==> src/rtl/multiport_register_file.sv <==
// multiport_register_file
//   RISC-V integer register file with NUM_READ combinational read ports and
//   one synchronous write port. x0 always reads as zero and has no storage.
//   After reset, or when clear_req is seen in IDLE, a sweep zeroes entries
//   1..TOTAL_REGS-1 one per clock. ready is low during the sweep, and all
//   read ports return zero while ready is low.
//
//   Optional feature macro: RF_WB_BYPASS_EN. When it is defined, an accepted
//   write is forwarded to any read port that addresses the same register in
//   the same cycle.
//
// Ports
//   clk, rst_n  rising-edge clock; asynchronous active-low reset
//   clear_req   start a zero sweep (sampled only in IDLE)
//   ready       1 = sweep finished, contents valid
//   wr_en, wr_addr, wr_data   write port
//   wr_drop     registered one-cycle pulse when a write was discarded
//   rd_addr     packed read addresses, port p at [p*ADDR_WIDTH +: ADDR_WIDTH]
//   rd_data     packed read data,      port p at [p*DATA_WIDTH +: DATA_WIDTH]
module multiport_register_file #(
  parameter int DATA_WIDTH = 32,
  parameter int ADDR_WIDTH = 5,
  parameter int TOTAL_REGS = 32,
  parameter int NUM_READ   = 2
) (
  input  logic                           clk,
  input  logic                           rst_n,
  input  logic                           clear_req,
  output logic                           ready,
  input  logic                           wr_en,
  input  logic [ADDR_WIDTH-1:0]          wr_addr,
  input  logic [DATA_WIDTH-1:0]          wr_data,
  output logic                           wr_drop,
  input  logic [NUM_READ*ADDR_WIDTH-1:0] rd_addr,
  output logic [NUM_READ*DATA_WIDTH-1:0] rd_data
);

  typedef enum logic {ST_SWEEP, ST_IDLE} state_e;

  localparam logic [ADDR_WIDTH:0]   NREGS    = (ADDR_WIDTH+1)'(TOTAL_REGS);
  localparam logic [ADDR_WIDTH-1:0] LAST_IDX = ADDR_WIDTH'(TOTAL_REGS - 1);
  localparam logic [ADDR_WIDTH-1:0] ONE_IDX  = ADDR_WIDTH'(1);

  state_e                  state_q, state_d;
  logic [ADDR_WIDTH-1:0]   idx_q, idx_d;
  logic                    ready_q, ready_d;
  logic                    wr_drop_q, wr_drop_d;
  logic                    wr_hit;
  logic [DATA_WIDTH-1:0]   regs_q [1:TOTAL_REGS-1];
  logic [DATA_WIDTH-1:0]   regs_d [1:TOTAL_REGS-1];

  logic wr_in_range;
  assign wr_in_range = (wr_addr != '0) && ({1'b0, wr_addr} < NREGS);

  always_comb begin
    state_d   = state_q;
    idx_d     = idx_q;
    ready_d   = ready_q;
    wr_drop_d = 1'b0;
    wr_hit    = 1'b0;
    case (state_q)
      ST_SWEEP: begin
        idx_d     = idx_q + ONE_IDX;
        wr_drop_d = wr_en && (wr_addr != '0);
        if (idx_q == LAST_IDX) begin
          state_d = ST_IDLE;
          ready_d = 1'b1;
        end
      end
      ST_IDLE: begin
        if (clear_req) begin
          // Clear wins over a simultaneous write; that write is reported as dropped.
          state_d   = ST_SWEEP;
          idx_d     = ONE_IDX;
          ready_d   = 1'b0;
          wr_drop_d = wr_en && (wr_addr != '0);
        end else if (wr_en) begin
          wr_hit    = wr_in_range;
          wr_drop_d = !wr_in_range && (wr_addr != '0);
        end
      end
      default: begin
        state_d = ST_SWEEP;
        idx_d   = ONE_IDX;
        ready_d = 1'b0;
      end
    endcase
  end

  always_comb begin
    for (int unsigned i = 1; i < TOTAL_REGS; i++) begin
      regs_d[i] = regs_q[i];
      if (state_q == ST_SWEEP && idx_q == ADDR_WIDTH'(i)) begin
        regs_d[i] = '0;
      end else if (wr_hit && wr_addr == ADDR_WIDTH'(i)) begin
        regs_d[i] = wr_data;
      end
    end
  end

  always_comb begin
    rd_data = '0;
    for (int unsigned p = 0; p < NUM_READ; p++) begin
      logic [ADDR_WIDTH-1:0] a;
      logic [DATA_WIDTH-1:0] v;
      a = rd_addr[p*ADDR_WIDTH +: ADDR_WIDTH];
      v = '0;
      if (ready_q) begin
        // Addresses 0 and >= TOTAL_REGS match no entry and so read zero.
        for (int unsigned i = 1; i < TOTAL_REGS; i++) begin
          if (a == ADDR_WIDTH'(i)) v = regs_q[i];
        end
`ifdef RF_WB_BYPASS_EN
        if (wr_hit && a == wr_addr) v = wr_data;
`endif
      end
      rd_data[p*DATA_WIDTH +: DATA_WIDTH] = v;
    end
  end

  always_ff @(posedge clk or negedge rst_n) begin
    if (!rst_n) begin
      state_q   <= ST_SWEEP;
      idx_q     <= ONE_IDX;
      ready_q   <= 1'b0;
      wr_drop_q <= 1'b0;
    end else begin
      state_q   <= state_d;
      idx_q     <= idx_d;
      ready_q   <= ready_d;
      wr_drop_q <= wr_drop_d;
    end
  end

  // Storage has no reset; it is unreadable until the sweep has zeroed it.
  always_ff @(posedge clk) begin
    regs_q <= regs_d;
  end

  assign ready   = ready_q;
  assign wr_drop = wr_drop_q;

endmodule

==> config.mk <==
export PLATFORM = sky130hd
export DESIGN_NAME = multiport_register_file
export DESIGN_NICKNAME = d
export VERILOG_FILES = /design/src/rtl/multiport_register_file.sv
export SDC_FILE = /design/constraint.sdc
export NUM_CORES = 2
export LEC_CHECK = 0
export CORE_ASPECT_RATIO = 1.1
export CORE_MARGIN = 2
export CORE_UTILIZATION = 30
export DETAILED_ROUTE_END_ITERATION = 6
export REMOVE_ABC_BUFFERS = 1
export SYNTH_ARGS = -nofsm -noshare
export SYNTH_HDL_FRONTEND = slang
export SYNTH_SLANG_ARGS = --single-unit
==> constraint.sdc <==
create_clock -name clk -period 4.65 [get_ports clk]
set_input_delay 1.395 -clock clk [delete_from_list [all_inputs] [get_ports clk]]
set_output_delay 1.395 -clock clk [all_outputs]
set_load 0.01 [all_outputs]
==> results.md <==
* Status: finished with violations
* Violated checks: design-rule violations, negative setup slack
* CP dominant cell by count: buf_12
* Reg2reg setup slack at 1.42 ns
* Worst path slowest cell: nor4_4
* Post-synth ARST share at 0.800%
* DP Worst Slack at -1.98 ns
* Area leader, netlist: dfxtp_1
* Gr usage total at 46.8%
* Hpwl dp at 295000 um
* DR WL/cell at 40.9 um
* Detail-routed via count per cell at 6.61
* Final hold violation count at 0
* Worst-case hold slack at 0.471 ns
* HP Class: flop to flop
* Critical Path End: rd_data[13]
* DRC at 41
* EDFF count, synth at 0
* Vias in the first global route at 61900
* Setup Skew at 0.0344 ns
* CP cell instances: buf_12 -> buf_16 -> buf_12 -> buf_8 -> nand3_4 -> nor2_4 -> buf_12 -> buf_12 -> a221oi_2 -> nand3_1 -> nor4_4 -> a211oi_2 -> buf_4
* Layout Nets at 7980
* First-pass GRT wire length at 553000 um
* Sequential-to-total area share from yosys stat at 39.6%
* Grt total ovfl at 0
* Num Clock Sinks at 1000
* Endpoints failing setup at 64
* Post-Synthesis Cells at 7025
* Chip width at 396 um
* Hold path depth at 2
* Peak VDD IR at 0.374 mV
* Die H at 435 um
* Layout cells sized above 1 at 29.3%
* Syn Area/Cell at 7.21 um2
* Hold-fix buffers, CTS at 0
* Synth top area share at 39.2%
* P per Cell Area at 333 mW/mm2
* Fillers at 16600
* Worst setup SP type: primary input
* Max-capacitance violation count at 0
* Crit share post-route at 116%
* RePlAce Congestion at 1.12
* Fmax at 186 MHz
* Top_reg_cell synth: dfxtp_1
* DR vias at 68000
* Slew Limit Fails at 0
* Pint at 0.0163 W
* Initial antenna violation count at 35
* FF-to-FF Start: state_q
* Crit path buf inv count at 7
* Setup crit start: rd_addr[3]
* Net switching power figure at 0.00859 W
* Critical path's largest stage delay at 0.73 ns
* Util after Layout at 44.5%
* Synth top area cells: dfxtp_1 (39%), nand2_1 (16%), a21oi_1 (11%)
* Final ANT Viol Nets at 0
* IO Count at 117
* Clock buffer depth at 3
* Setup CP Type: primary input to primary output
* Setup crit end kind: primary output
* Synthesized area at 0.0507 mm2
* PortBufs at 116
* Switching Share at 34.5%
* CP arrival at 3.98 ns
* Fin worst setup slack at -0.729 ns
* H-tree levels at 3
* Power, Total at 0.0249 W
* Iter 0 DRT Violations at 12800
* TritonRoute pass-1 iters at 7
* Std cell rows at 158
* Power share of the clock group at 40.3%
* Worst-Margin Slew at 1.35 ns
* Minimum clock period at 5.38 ns
* Path depth of the worst reg2reg path at 7
* Crit Path Max Fanout at 6
* Clk Latency, worst-skew pair at 0.80 ns
* Seq pwr share at 38.7%
* CTS tree: done
* Max-Slew Margin vs Limit at 9.99%
* CTS Buf Count at 112
* Final wirelength at 421000 um
* Syn-to-layout area delta at 47.6%
* Comb pwr share at 21.0%
* Worst path required time at 3.25 ns
* CTS clk-pin slew, worst paths at 0.05 ns
* Clk root buf: clkbuf_16
* Crit path max-delay family: simple AND/OR/NAND/NOR gates
* Stages on worst setup path at 13
* Initial Utilization at 30.1%
* Core area at 0.168 mm2
* Yosys warning total at 0
* Pin count of the biggest net entering global routing at 35
* Unique masters post-synth at 93
* Yosys reg bits at 1000
* Hold Crit Start: regs_q[763]
* P_leak at 27.5 nW
* Die area at 0.172 mm2
* Worst R2R End: regs_q[581]
* Unrepaired setup endpoints after global routing: yes
==> cell usage after synthesis (12+ instances only) <==
cell type / count
o221ai_1: 38
nand2b_1: 26
mux2_2: 38
nor4_1: 34
a222oi_1: 29
nor3_2: 12
o21ai_0: 127
a22oi_1: 482
o22ai_1: 91
clkbuf_1: 506
nand3_1: 88
buf_4: 15
a22o_1: 41
nor2_1: 239
a31oi_1: 17
a2111oi_0: 33
o211ai_1: 18
nand4_1: 76
a211oi_1: 37
a32oi_1: 20
nor3_1: 64
o21ai_1: 19
nand3b_1: 14
buf_2: 139
a21oi_1: 1156
nor2b_1: 33
or3_1: 24
dfxtp_1: 992
nand2_1: 2175
buf_1: 12
o2bb2ai_1: 21
inv_1: 19
and3_1: 80
mux2i_1: 57
a221oi_1: 41
==> cell usage in the layout, fill, tap and decap left out, types with 24 or more instances in the layout <==
master / count
buf_12: 217
nand2_1: 2143
buf_4: 863
buf_6: 234
nor3_1: 25
a2111oi_4: 24
and3_1: 54
buf_2: 39
nand3_1: 57
o21ai_0: 104
nor2_1: 148
a22o_1: 35
mux2i_1: 53
o221ai_1: 26
a22oi_2: 140
nor2_4: 82
mux2_2: 38
buf_8: 50
o22ai_1: 73
nor3_4: 32
a222oi_1: 29
clkbuf_16: 116
nand2_2: 27
dfxtp_1: 992
a22oi_1: 342
clkdlybuf4s50_1: 37
nand4_1: 76
nand3_2: 27
a21oi_1: 1131
==> per-layer routing <==
layer | vias to the layer above | routed length, um | track usage (%)
met5 | - | 342 | 0.0279
met4 | 20 | 41700 | 36.6
met3 | 2023 | 64400 | 20.2
met2 | 6349 | 162000 | 63.7
met1 | 32900 | 152000 | 57.1
li1 | 26700 | - | -
==> cell type report <==
cell class	instances	area (um2)	share of cell area, %
clock buffer	148	3230	4.32
tap	2240	2800	3.75
clock inverter	63	816	1.09
inverter	21	88.8	0.119
antenna	23	57.6	0.0769
timing repair buffer	1459	15300	20.5
multi-input combinational	5329	32400	43.4
sequential	1000	20100	26.8
==> flip-flops by register name, indices dropped and copies added (netlist names) <==
name     flops
idx_q        5
regs_q     992
state_q      1
ready        1
wr_drop      1
==> power by group through the flow <==
stage	combinational (W)	sequential, W	clock, W
finish	0.00524	0.00962	0.0100
global route	0.00518	0.00960	0.0103
CTS	0.00479	0.00954	0.00997
detailed placement	0.00432	0.00971	0
global placement	0.00431	0.00970	0
floorplan	0.00138	0.00944	0
==> how the worst min path moves through the flow <==
stage                              to
after floorplan           regs_q[801]
after global placement    regs_q[801]
after detailed placement  regs_q[846]
after CTS                 regs_q[846]
after global routing      regs_q[851]
final                     regs_q[763]
==> cell families after synthesis <==
group | count (synthesis) | share of synthesized area, %
adder cells (fa/ha/maj) | 6 | 0.148
XOR/XNOR | 2 | 0.0346
buffers and inverters | 696 | 5.65
flip-flops | 1000 | 39.6
AO/OA/AOI/OAI | 2266 | 27.8
multiplexers | 103 | 2.19
AND/OR/NAND/NOR | 2952 | 24.6
==> through the flow <==
step / cell area, um2 / setup TNS, ns / instances
floorplan: 47900 / -54.76 / 6350
global placement: 63300 / -86.22 / 9859
detailed placement: 63300 / -85.30 / 9859
CTS: 73100 / -24.34 / 10200
global route: 74800 / -29.26 / 10300
finish: 74800 / -30.40 / 10300
==> worst reg2reg max path: cells and delay by family (launching register included) <==
| family | cells | cell delay, ns |
|---|---|---|
| DFF | 1 | 0.72 |
| and+or+nand+nor | 5 | 1.75 |
| buffers and inverters | 1 | 0.51 |
| AOI/OAI and AO/OA | 1 | 0.06 |
==> repair_timing <==
| action | in CTS | in global routing |
|---|---|---|
| pin swaps | 326 | 221 |
| endpoints found under the setup margin | 64 | 64 |
| gates cloned | 10 | 1 |
| buffers inserted | 174 | 96 |
| gates resized for setup | 1257 | 280 |
No activity file was read; power rests on OpenSTA's default activity.
